$ cat src/rtl/ureg_pkg.sv
`default_nettype none
// ============================================================================
//  Module   : ureg_pkg
//  Brief    : Shared mode encodings and width limit for universal_register
//  Revision : 1.0 - initial release
// ============================================================================
package ureg_pkg;

    // Operation select encodings
    localparam logic [2:0] MODE_HOLD = 3'b000;
    localparam logic [2:0] MODE_LOAD = 3'b001;
    localparam logic [2:0] MODE_SHL  = 3'b010;
    localparam logic [2:0] MODE_SHR  = 3'b011;
    localparam logic [2:0] MODE_ROL  = 3'b100;
    localparam logic [2:0] MODE_ROR  = 3'b101;
    localparam logic [2:0] MODE_INC  = 3'b110;
    localparam logic [2:0] MODE_CLR  = 3'b111;

    // Largest supported register width
    localparam int WIDTH_MAX = 32;

endpackage : ureg_pkg
`default_nettype wire

$ cat src/rtl/ureg_next.sv
`default_nettype none
// ============================================================================
//  Module   : ureg_next
//  Brief    : Combinational next-state (Q and CO) for universal_register
//  Revision : 1.0 - initial release
// ============================================================================
module ureg_next
    import ureg_pkg::*;
#(
    parameter int WIDTH = 8
) (
    input  logic [2:0]       mode,
    input  logic [WIDTH-1:0] q,
    input  logic [WIDTH-1:0] d,
    input  logic             si,
    output logic [WIDTH-1:0] next_q,
    output logic             next_co
);

    logic [WIDTH-1:0] w_shl;
    logic [WIDTH-1:0] w_shr;
    logic [WIDTH-1:0] w_rol;
    logic [WIDTH-1:0] w_ror;
    logic [WIDTH:0]   w_inc;

    // A single-bit register has no interior bits to slice, so shifts collapse
    // to loading SI and rotates collapse to keeping Q.
    generate
        if (WIDTH > 1) begin : g_wide
            assign w_shl = {q[WIDTH-2:0], si};
            assign w_shr = {si, q[WIDTH-1:1]};
            assign w_rol = {q[WIDTH-2:0], q[WIDTH-1]};
            assign w_ror = {q[0], q[WIDTH-1:1]};
        end else begin : g_narrow
            assign w_shl = si;
            assign w_shr = si;
            assign w_rol = q;
            assign w_ror = q;
        end
    endgenerate

    // Extra top bit of the sum is the wrap-around carry
    assign w_inc = {1'b0, q} + {{WIDTH{1'b0}}, 1'b1};

    // Select next register value and carry/shift-out bit by mode
    always_comb begin
        next_q  = q;
        next_co = 1'b0;
        case (mode)
            MODE_HOLD: begin
                next_q  = q;
                next_co = 1'b0;
            end
            MODE_LOAD: begin
                next_q  = d;
                next_co = 1'b0;
            end
            MODE_SHL: begin
                next_q  = w_shl;
                next_co = q[WIDTH-1];
            end
            MODE_SHR: begin
                next_q  = w_shr;
                next_co = q[0];
            end
            MODE_ROL: begin
                next_q  = w_rol;
                next_co = q[WIDTH-1];
            end
            MODE_ROR: begin
                next_q  = w_ror;
                next_co = q[0];
            end
            MODE_INC: begin
                next_q  = w_inc[WIDTH-1:0];
                next_co = w_inc[WIDTH];
            end
            MODE_CLR: begin
                next_q  = {WIDTH{1'b0}};
                next_co = 1'b0;
            end
            default: begin
                next_q  = q;
                next_co = 1'b0;
            end
        endcase
    end

endmodule : ureg_next
`default_nettype wire

$ cat src/rtl/universal_register.sv
`default_nettype none
// ============================================================================
//  Module   : universal_register
//  Brief    : WIDTH-bit register with enable, load/shift/rotate/inc/clear
//             modes and a registered carry/shift-out flag for chaining
//  Revision : 1.0 - initial release
// ============================================================================
module universal_register
    import ureg_pkg::*;
#(
    parameter int          WIDTH       = 8,
    parameter logic [31:0] RESET_VALUE = 32'd0
) (
    input  logic             clk,
    input  logic             reset,
    input  logic             en,
    input  logic [2:0]       mode,
    input  logic [WIDTH-1:0] D,
    input  logic             SI,
    output logic [WIDTH-1:0] Q,
    output logic             CO
);

    // Reset value truncated to the register width
    localparam logic [WIDTH-1:0] c_RESET_Q = RESET_VALUE[WIDTH-1:0];

    logic [WIDTH-1:0] r_q;
    logic             r_co;
    logic [WIDTH-1:0] w_next_q;
    logic             w_next_co;

    ureg_next #(
        .WIDTH (WIDTH)
    ) u_next (
        .mode    (mode),
        .q       (r_q),
        .d       (D),
        .si      (SI),
        .next_q  (w_next_q),
        .next_co (w_next_co)
    );

    // HOLD must keep CO as well, so it is excluded from the update here
    // rather than relying on the next-state block for the old carry.
    always_ff @(posedge clk or negedge reset) begin
        if (!reset) begin
            r_q  <= c_RESET_Q;
            r_co <= 1'b0;
        end else if (en && (mode != MODE_HOLD)) begin
            r_q  <= w_next_q;
            r_co <= w_next_co;
        end
    end

    assign Q  = r_q;
    assign CO = r_co;

endmodule : universal_register
`default_nettype wire

$ cat config.mk
export PLATFORM = sky130hd
export DESIGN_NAME = universal_register
export DESIGN_NICKNAME = d
export VERILOG_FILES = /design/src/rtl/ureg_pkg.sv /design/src/rtl/ureg_next.sv /design/src/rtl/universal_register.sv
export SDC_FILE = /design/constraint.sdc
export NUM_CORES = 1
export LEC_CHECK = 0
export CORE_ASPECT_RATIO = 0.75
export CORE_MARGIN = 10
export CORE_UTILIZATION = 49
export CTS_BUF_LIST = sky130_fd_sc_hd__clkbuf_4 sky130_fd_sc_hd__clkbuf_8
export CTS_CLUSTER_SIZE = 24
export DETAILED_ROUTE_END_ITERATION = 16
export GPL_TIMING_DRIVEN = 1
export PLACE_DENSITY_LB_ADDON = 0.05
export SLEW_MARGIN = 20
export SYNTH_ARGS = -nofsm -noshare
export SYNTH_HDL_FRONTEND = slang
export SYNTH_HIERARCHICAL = 1
export SYNTH_SLANG_ARGS = --single-unit
$ cat constraint.sdc
create_clock -name clk -period 1.99 [get_ports clk]
set_input_delay 0.398 -clock clk [delete_from_list [all_inputs] [get_ports clk]]
set_output_delay 0.398 -clock clk [all_outputs]
set_load 0.005 [all_outputs]
[After elaboration in Yosys (flattened, before gate mapping)]
Index checks and enable logic that the tools add are counted.
Word-level totals
  register bits: 9
  input bits: 15
  logic and storage cells: 20
Operators by class
  add/sub/neg operators: 1
  equality and inequality tests: 7
  multiplexer cells: 2
  bitwise operators: 1
  reduce and logical (&&, ||, !) cells: 7
Operator list (number)
  $pmux 8 s7: 1
  $eq 3x3->1 const B: 4
  $add 8x1->9 const B: 1
  $eq 3x2->1 const B: 2
  $pmux 1 s4: 1
  $reduce_or 2->1: 2
  $eq 3x1->1 const B: 1
  $logic_not 3->1: 1
  $reduce_bool 3->1: 1
  $reduce_or 3->1: 1
  $reduce_and 2->1: 1
  $logic_and 1x1->1: 1
  $not 1->1: 1

[Depth between registers and ports, before layout]
Gate-level depths: netlist of run 1.
  depth in word-level cells: 3
  depth in mapped cells: 6
  gate-level depth less buffers: 6

[Hierarchy]
Netlist of run 1, hierarchy kept.
Modules (own cells, without submodules)
  ureg_next: times used 1, cells an instance 77, area each 538.0 um^2, seq. area each 0.0 um^2
  universal_register: times used 1, cells an instance 19, area each 347.8 um^2, seq. area each 225.2 um^2

[Worst setup path before layout of run 1]
No wires, ideal clock.
  path kind: input -> register
  from: in mode[0]
  to: reg r_q[3] (netlist: Q[3])
  data arrival time: 1.567 ns
  required time: 1.865 ns
  slack: 0.299 ns
  stages on the path: 5
  buffers on the path: 1
  cells stage by stage: buf_6 or3_1 a21boi_1 o2bb2a_2 mux2_2
On the way
  elaborated cells between the ends (all ways): 13
RTL lines
  start, declared: line universal_register.sv:17  | input logic [2:0] mode,
  $eq 3x3->1, or another cell as far along: line ureg_next.sv:49  | case (mode)
  $pmux 8 s7 *: line ureg_next.sv:49
  named net w_next_q[3]: line universal_register.sv:29  | logic [WIDTH-1:0] w_next_q;
  end signal, assigned: line universal_register.sv:47  | r_q <= c_RESET_Q;
  end signal, assigned: line universal_register.sv:50  | r_q <= w_next_q;
  end, declared: line universal_register.sv:27  | logic [WIDTH-1:0] r_q;
The timed path passes the listed nets; every way through them passes the cells marked *.
A chain may end at the register's enable or synchronous reset.

[Worst setup path after layout of run 1]
  from: in mode[1]
  to: reg r_q[3] (netlist: Q[3])
The elaborated chain is that of the path after synthesis.

==> results of run 1 <==
==> cell families after synthesis <==
kind of cell               after synthesis  share of synthesized area
muxes                                   17                      0.210
adders and majority gates                1                     0.0141
and+or+nand+nor                         30                      0.179
xor gates and xnor gates                 2                     0.0198
buffers and inverters                    6                     0.0410
AOI/OAI and AO/OA                       31                      0.281
DFF                                      9                      0.254
==> critical path: stages <==
cell and delay, ns:
clkdlybuf4s50_1 0.43, or3b_4 0.43, o221ai_2 0.18, a21boi_1 0.08, o2bb2a_2 0.27, mux2_2 0.25
==> timing repair <==
item,CTS,global route
setup buffers,0,0
endpoints found under the setup margin,1,2
gates resized for setup,1,2
gates cloned,0,0
==> cells in the mapped netlist <==
cell / count
mux2_2: 12
dfrtp_1: 9
nor2_1: 8
nand2_1: 6
o221ai_1: 6
a21oi_1: 5
o21ai_0: 5
mux2i_1: 4
nand2b_1: 4
and3b_1: 2
buf_2: 2
inv_1: 2
nand3_1: 2
o21a_1: 2
o22a_1: 2
a2111oi_0: 1
a211oi_1: 1
a21boi_1: 1
a221o_1: 1
a22oi_1: 1
a31oi_1: 1
and2_1: 1
buf_4: 1
buf_6: 1
ha_1: 1
mux2_1: 1
nand2_2: 1
nand4_1: 1
nor2_2: 1
nor2b_1: 1
nor3_1: 1
o21ba_2: 1
o221ai_2: 1
o2bb2a_2: 1
o31ai_4: 1
o41ai_1: 1
or3_1: 1
or3b_4: 1
xnor2_1: 1
xor2_1: 1
==> worst min-delay path by stage <==
| stage | startpoint | end | slack [ns] |
|---|---|---|---|
| after floorplan | reset | CO | 0.10 |
| after global placement | CO | CO | 0.49 |
| after detailed placement | CO | CO | 0.52 |
| after CTS | reset | Q[2] | 0.45 |
| after global routing | reset | Q[2] | 0.46 |
| final | reset | Q[2] | 0.44 |
==> report_power, final <==
part	switching, uW	leakage, uW	internal [uW]
registers	107	0.000115	235
logic	168	0.000376	291
clock network	64.3	0.0000184	90.8
total	339	0.000509	617
==> cell type report <==
type	count	area, um2	area share
Sequential cell	9	225	0.181
Timing Repair Buffer	34	330	0.265
Tap cell	22	27.5	0.0221
Clock buffer	4	30.0	0.0241
Inverter	2	7.51	0.00603
Multi-Input combinational cell	81	624	0.502
==> sequential cells by signal (all words and copies together), names as in the netlist <==
name  count
CO        1
Q         8
==> per-stage QoR <==
step | total power (uW) | worst slack [ns]
5_1_grt | 1030 | 0.0645
4_1_cts | 962 | 0.0431
3_3_place_gp | 790 | -0.283
2_1_floorplan | 562 | 0.299
6_report | 956 | 0.0744
3_5_place_dp | 797 | -0.274
==> metal layers <==
layer,routed length (um),global-route usage,up-vias
li1,-,-,437
met1,1270,0.175,416
met3,171,0.0368,2
met4,15,0.0344,0
met5,0,0,-
met2,1040,0.177,38
==> results_dict.tcl, run 1 <==
set metrics [dict create \
    cts_hold_buf 0 \
    final_cell_area_um2 1240 \
    tns_ns 0 \
    drc 0 \
    start_kind "primary input" \
    critPathMaxFanout 4 \
    rrSetupSlack_ns 0.22 \
    ff2ff_path_depth 6 \
    skew_ns 0.00709 \
    gp_congestion 0.857 \
    period_share 0.963 \
    worst_ep_required_time_ns 2.13 \
    layout_common_cells "clkdlybuf4s50_1 (21), mux2_2 (12), dfrtp_1 (9), buf_4 (9), nor2_1 (8)" \
    maxCapViolCount 0 \
    rr_startpoint "Q[1]" \
    r2r_end "CO" \
    cts_buffer_depth 2 \
    startpoint "mode[1]" \
    endpoint "Q[3]" \
    synth_seq_cells 9 \
    whs_ns 0.440 \
    fp.coreArea_um2 1720 \
    io_buffers 23 \
    outcome "finished clean" \
    fmax_mhz 522 \
    drt_iter0_markers 29 \
    layout_commonest_cell "clkdlybuf4s50_1" \
    layout.cells.non_filler 152 \
    cts_tree "done" \
    period_minus_slack_ns 1.92 \
    yosys.cell_types.count 40 \
    synth.area.top_cells "dfrtp_1 (25%), mux2_2 (15%), o221ai_1 (5.9%)" \
    syn_nets 112 \
    drt_first_pass_iters 4 \
    drive_gt1_frac 0.262 \
    die_x_um 69.1 \
    cts.sinks 9 \
    routed_via_density 5.88 \
    antenna_found_initial 0 \
    p_per_area_nw_per_um2 768 \
    rows 13 \
    fp.dieH_um 56.8 \
    hold_class "primary input to async pin" \
    dpl.hpwl_um 1880 \
    worstSetupEndpointType "flop" \
    syn_area_per_cell_um2 9.23 \
    start_util 0.514 \
    slew_headroom 0.715 \
    dp_cells 148 \
    route.vias.total 893 \
    synth_top_cell_by_area "dfrtp_1" \
    nets 147 \
    placed_cell_area_um2 1210 \
    grt_pass1_vias 820 \
    crit_arrival_ns 2.06 \
    clk_pin_slew_worst_paths_ns 0.07 \
    netlist_instances 96 \
    final_util 0.722 \
    leakagePower_uw 0.000509 \
    ys_seq_area_frac 0.254 \
    cts_max_level 1 \
    routed_wirelength_um 2500 \
    grt_pass1_wl_um 4160 \
    path_class "primary input to flop" \
    ir_worst_vdd_mv 0.527 \
    dieArea_um2 3930 \
    ios 24 \
    overflow 0 \
    n_antenna_cell 0 \
    areaGrowthSynthToFinish_pct 40.5 \
    numCtsBuffers 3 \
    grt_max_degree 13 \
    synth_top_cell_area_share 0.254 \
    hold_viol_final 0 \
    routedWlPerCell_um 16.5 \
    syn_area_um2 886 \
    tightest_slew_ns 0.416 \
    clk_latency_ns 0.26 \
    rsz0062_at_grt "no" \
    setup_viol 0 \
    fillerInstances 151 \
    ant_nets 0 \
    clock_tree.root_cell "clkbuf_4" \
    ys_warn_count 6 \
    slew_viol_final 0 \
    track_usage 0.125 \
]
Power figures use the tool's default switching activity.
==> run 2, diff against run 1 <==
--- a/config.mk
+++ b/config.mk
@@ -5,9 +5,11 @@
 export SDC_FILE = /design/constraint.sdc
 export NUM_CORES = 1
 export LEC_CHECK = 0
+export CELL_PAD_IN_SITES_DETAIL_PLACEMENT = 2
+export CELL_PAD_IN_SITES_GLOBAL_PLACEMENT = 2
 export CORE_ASPECT_RATIO = 0.75
 export CORE_MARGIN = 10
-export CORE_UTILIZATION = 49
+export CORE_UTILIZATION = 28
 export CTS_BUF_LIST = sky130_fd_sc_hd__clkbuf_4 sky130_fd_sc_hd__clkbuf_8
 export CTS_CLUSTER_SIZE = 24
 export DETAILED_ROUTE_END_ITERATION = 16
@@ -16,5 +18,4 @@
 export SLEW_MARGIN = 20
 export SYNTH_ARGS = -nofsm -noshare
 export SYNTH_HDL_FRONTEND = slang
-export SYNTH_HIERARCHICAL = 1
 export SYNTH_SLANG_ARGS = --single-unit
==> run 2 against run 1 <==
Critical path depth decreased by 1. Sequential share of layout area is 0.39 points lower. Final cell count up 18%. Global-route usage down 0.26 points. First-iteration DRC count is 55% higher. Worst hold slack gained 0.062 ns. Clock power is 54% higher. Non-clock buffer count unchanged. Die area increased by 51%. Critical path type unchanged. Critical endpoint is now Q[6]. Largest power group unchanged.
==> results_dict.tcl, run 2 <==
set metrics [dict create \
    clk_pin_slew_worst_paths_ns 0.05 \
    syn_nets 129 \
    slew_viol_final 0 \
    hold_class "primary input to async pin" \
    yosysMostFrequentCell "nand2_1" \
    start_util 0.299 \
    grt_use_met1 0.145 \
    leakagePower_uw 0.000511 \
    post_cts_resized 0 \
    top_usage_layer "met2" \
    grt_max_degree 15 \
    ios 24 \
    maxCapViolCount 0 \
    critPathMaxFanout 9 \
    syn_area_um2 903 \
    drt_iter0_markers 45 \
    gp_congestion 0.809 \
    skew_ns 0.00224 \
    cts_hold_buf 0 \
    cts_setup_buffers 0 \
    dieArea_um2 5920 \
    dpl.hpwl_um 2930 \
    synth_top_cell_by_area "dfrtp_1" \
    nets 159 \
    tightest_slew_ns 0.511 \
    drt_first_pass_iters 4 \
    clock_tree.root_cell "clkbuf_8" \
    crit_arrival_ns 1.94 \
    yosys_most_used_dff "dfrtp_1" \
    fp.coreArea_um2 3020 \
    cts_max_level 1 \
    routed_wirelength_um 3740 \
    worst_ep_required_time_ns 2.13 \
    antenna_found_initial 0 \
    netlist_instances 113 \
    slew_headroom 0.658 \
    fp.dieH_um 69.2 \
    track_usage 0.123 \
    rsz0062_at_grt "no" \
    whs_ns 0.501 \
    outcome "finished clean" \
    route.vias.total 1039 \
    path_class "primary input to flop" \
    io_buffers 23 \
    routed_via_density 5.77 \
    setup_viol 0 \
    layout_commonest_cell "clkdlybuf4s50_1" \
    synth_top_cell_area_share 0.249 \
    crit_chain "clkdlybuf4s50_1, or2_1, o21a_2, a21oi_1, a311oi_2" \
    grt_pass1_wl_um 5950 \
    areaGrowthSynthToFinish_pct 40.9 \
    start_kind "primary input" \
    n_antenna_cell 0 \
    synth_seq_cells 9 \
    cts_tree "done" \
    ant_nets 0 \
    fillerInstances 347 \
    ir_worst_vdd_mv 0.287 \
    ys_seq_area_frac 0.249 \
    drive_gt1_frac 0.162 \
    clk_latency_ns 0.24 \
    tns_ns 0 \
    hold_viol_final 0 \
    rows 17 \
    synth_common_cells "nand2_1 (10), dfrtp_1 (9), a21oi_1 (8)" \
    cts_buffer_depth 2 \
    layout_common_cells "clkdlybuf4s50_1 (23), nand2_1 (10), buf_4 (10)" \
    grt_pass1_vias 1118 \
    ys_warn_count 0 \
    routedWlPerCell_um 20.8 \
    max_stage_delay_ns 0.60 \
    grtUsageMet3 0.0281 \
    grt_util_met2 0.210 \
    die_x_um 85.6 \
    period_minus_slack_ns 1.80 \
    cp_slowest_cell "clkdlybuf4s50_1" \
    synth.area.top_cells "dfrtp_1 (25%), a21oi_1 (4.4%), mux2i_1 (4.4%)" \
    finalPower_uw 897 \
    overflow 0 \
    numCtsBuffers 3 \
    synth_edf_count 0 \
    worstSetupEndpointType "flop" \
    period_share 0.905 \
    ys_async_sr_fraction 1.00 \
    cts.sinks 9 \
    syn_area_per_cell_um2 7.99 \
    p_per_area_nw_per_um2 705 \
    fmax_mhz 555 \
    yosys.cell_types.count 47 \
    drc 0 \
    ff2ff_path_depth 5 \
    largest_register_ffs 8 \
]
run 2: cell types whose count changed after synthesis, moves of 4 or more:
cell,previous run,this run
mux2_2,12,0
nor2_1,8,2
a31oi_1,1,5
buf_2,2,6
nand2_1,6,10
o21ai_1,0,4
o22ai_1,0,4
run 2: power breakdown:
part / internal, uW / total (uW) / switching [uW] / leakage (uW)
combinational: 198 / 367 / 169 / 0.000378
sequential: 217 / 291 / 74.2 / 0.000107
clock: 154 / 239 / 84.8 / 0.0000262
total: 569 / 897 / 328 / 0.000511
run 2: cell families after synthesis:
| kind of cell | share of synthesized area |
|---|---|
| fa+ha+maj | 0.0138 |
| mux | 0.0734 |
| compound gates | 0.353 |
| xor+xnor | 0.0194 |
| flops | 0.249 |
| buf+inv | 0.0831 |
| simple gates | 0.208 |
run 2: worst paths after layout:
kind	endpoint	start	slack, ns
worst max-delay path	Q[6]	mode[1]	0.19
worst min-delay path	Q[1]	reset	0.50
worst max register to register	Q[4]	Q[1]	0.37
worst min register to register	CO	CO	0.51
max in group asynchronous	Q[3]	reset	1.15
min in group clk	CO	CO	0.51
run 2: metrics by stage:
step                cells  setup slack [ns]   util  area [um2]
floorplan             113             0.621      -         903
global placement      176           0.00984  0.405        1220
detailed placement    176           -0.0699  0.405        1220
CTS                   180             0.185  0.421        1270
global route          180             0.116  0.421        1270
finish                180             0.189  0.421        1270
run 2: per-layer routing:
layer / up-vias / wire [um]
met2: 29 / 1850
met4: 0 / 51
li1: 489 / -
met1: 513 / 1660
met3: 8 / 183
met5: - / 0
run 2: final cells by class:
| cell class | instances | area [um2] | area share |
|---|---|---|---|
| Inverter | 6 | 22.5 | 0.0177 |
| Clock buffer | 4 | 48.8 | 0.0383 |
| Sequential cell | 9 | 225 | 0.177 |
| Tap cell | 38 | 47.5 | 0.0374 |
| Multi-Input combinational cell | 89 | 603 | 0.474 |
| Timing Repair Buffer | 34 | 325 | 0.256 |
run 2: critical path: cells and delay by family:
kind                   cells  cell delay [ns]
AO/OA/AOI/OAI              3             0.63
buffers and inverters      1             0.60
AND/OR/NAND/NOR            1             0.31
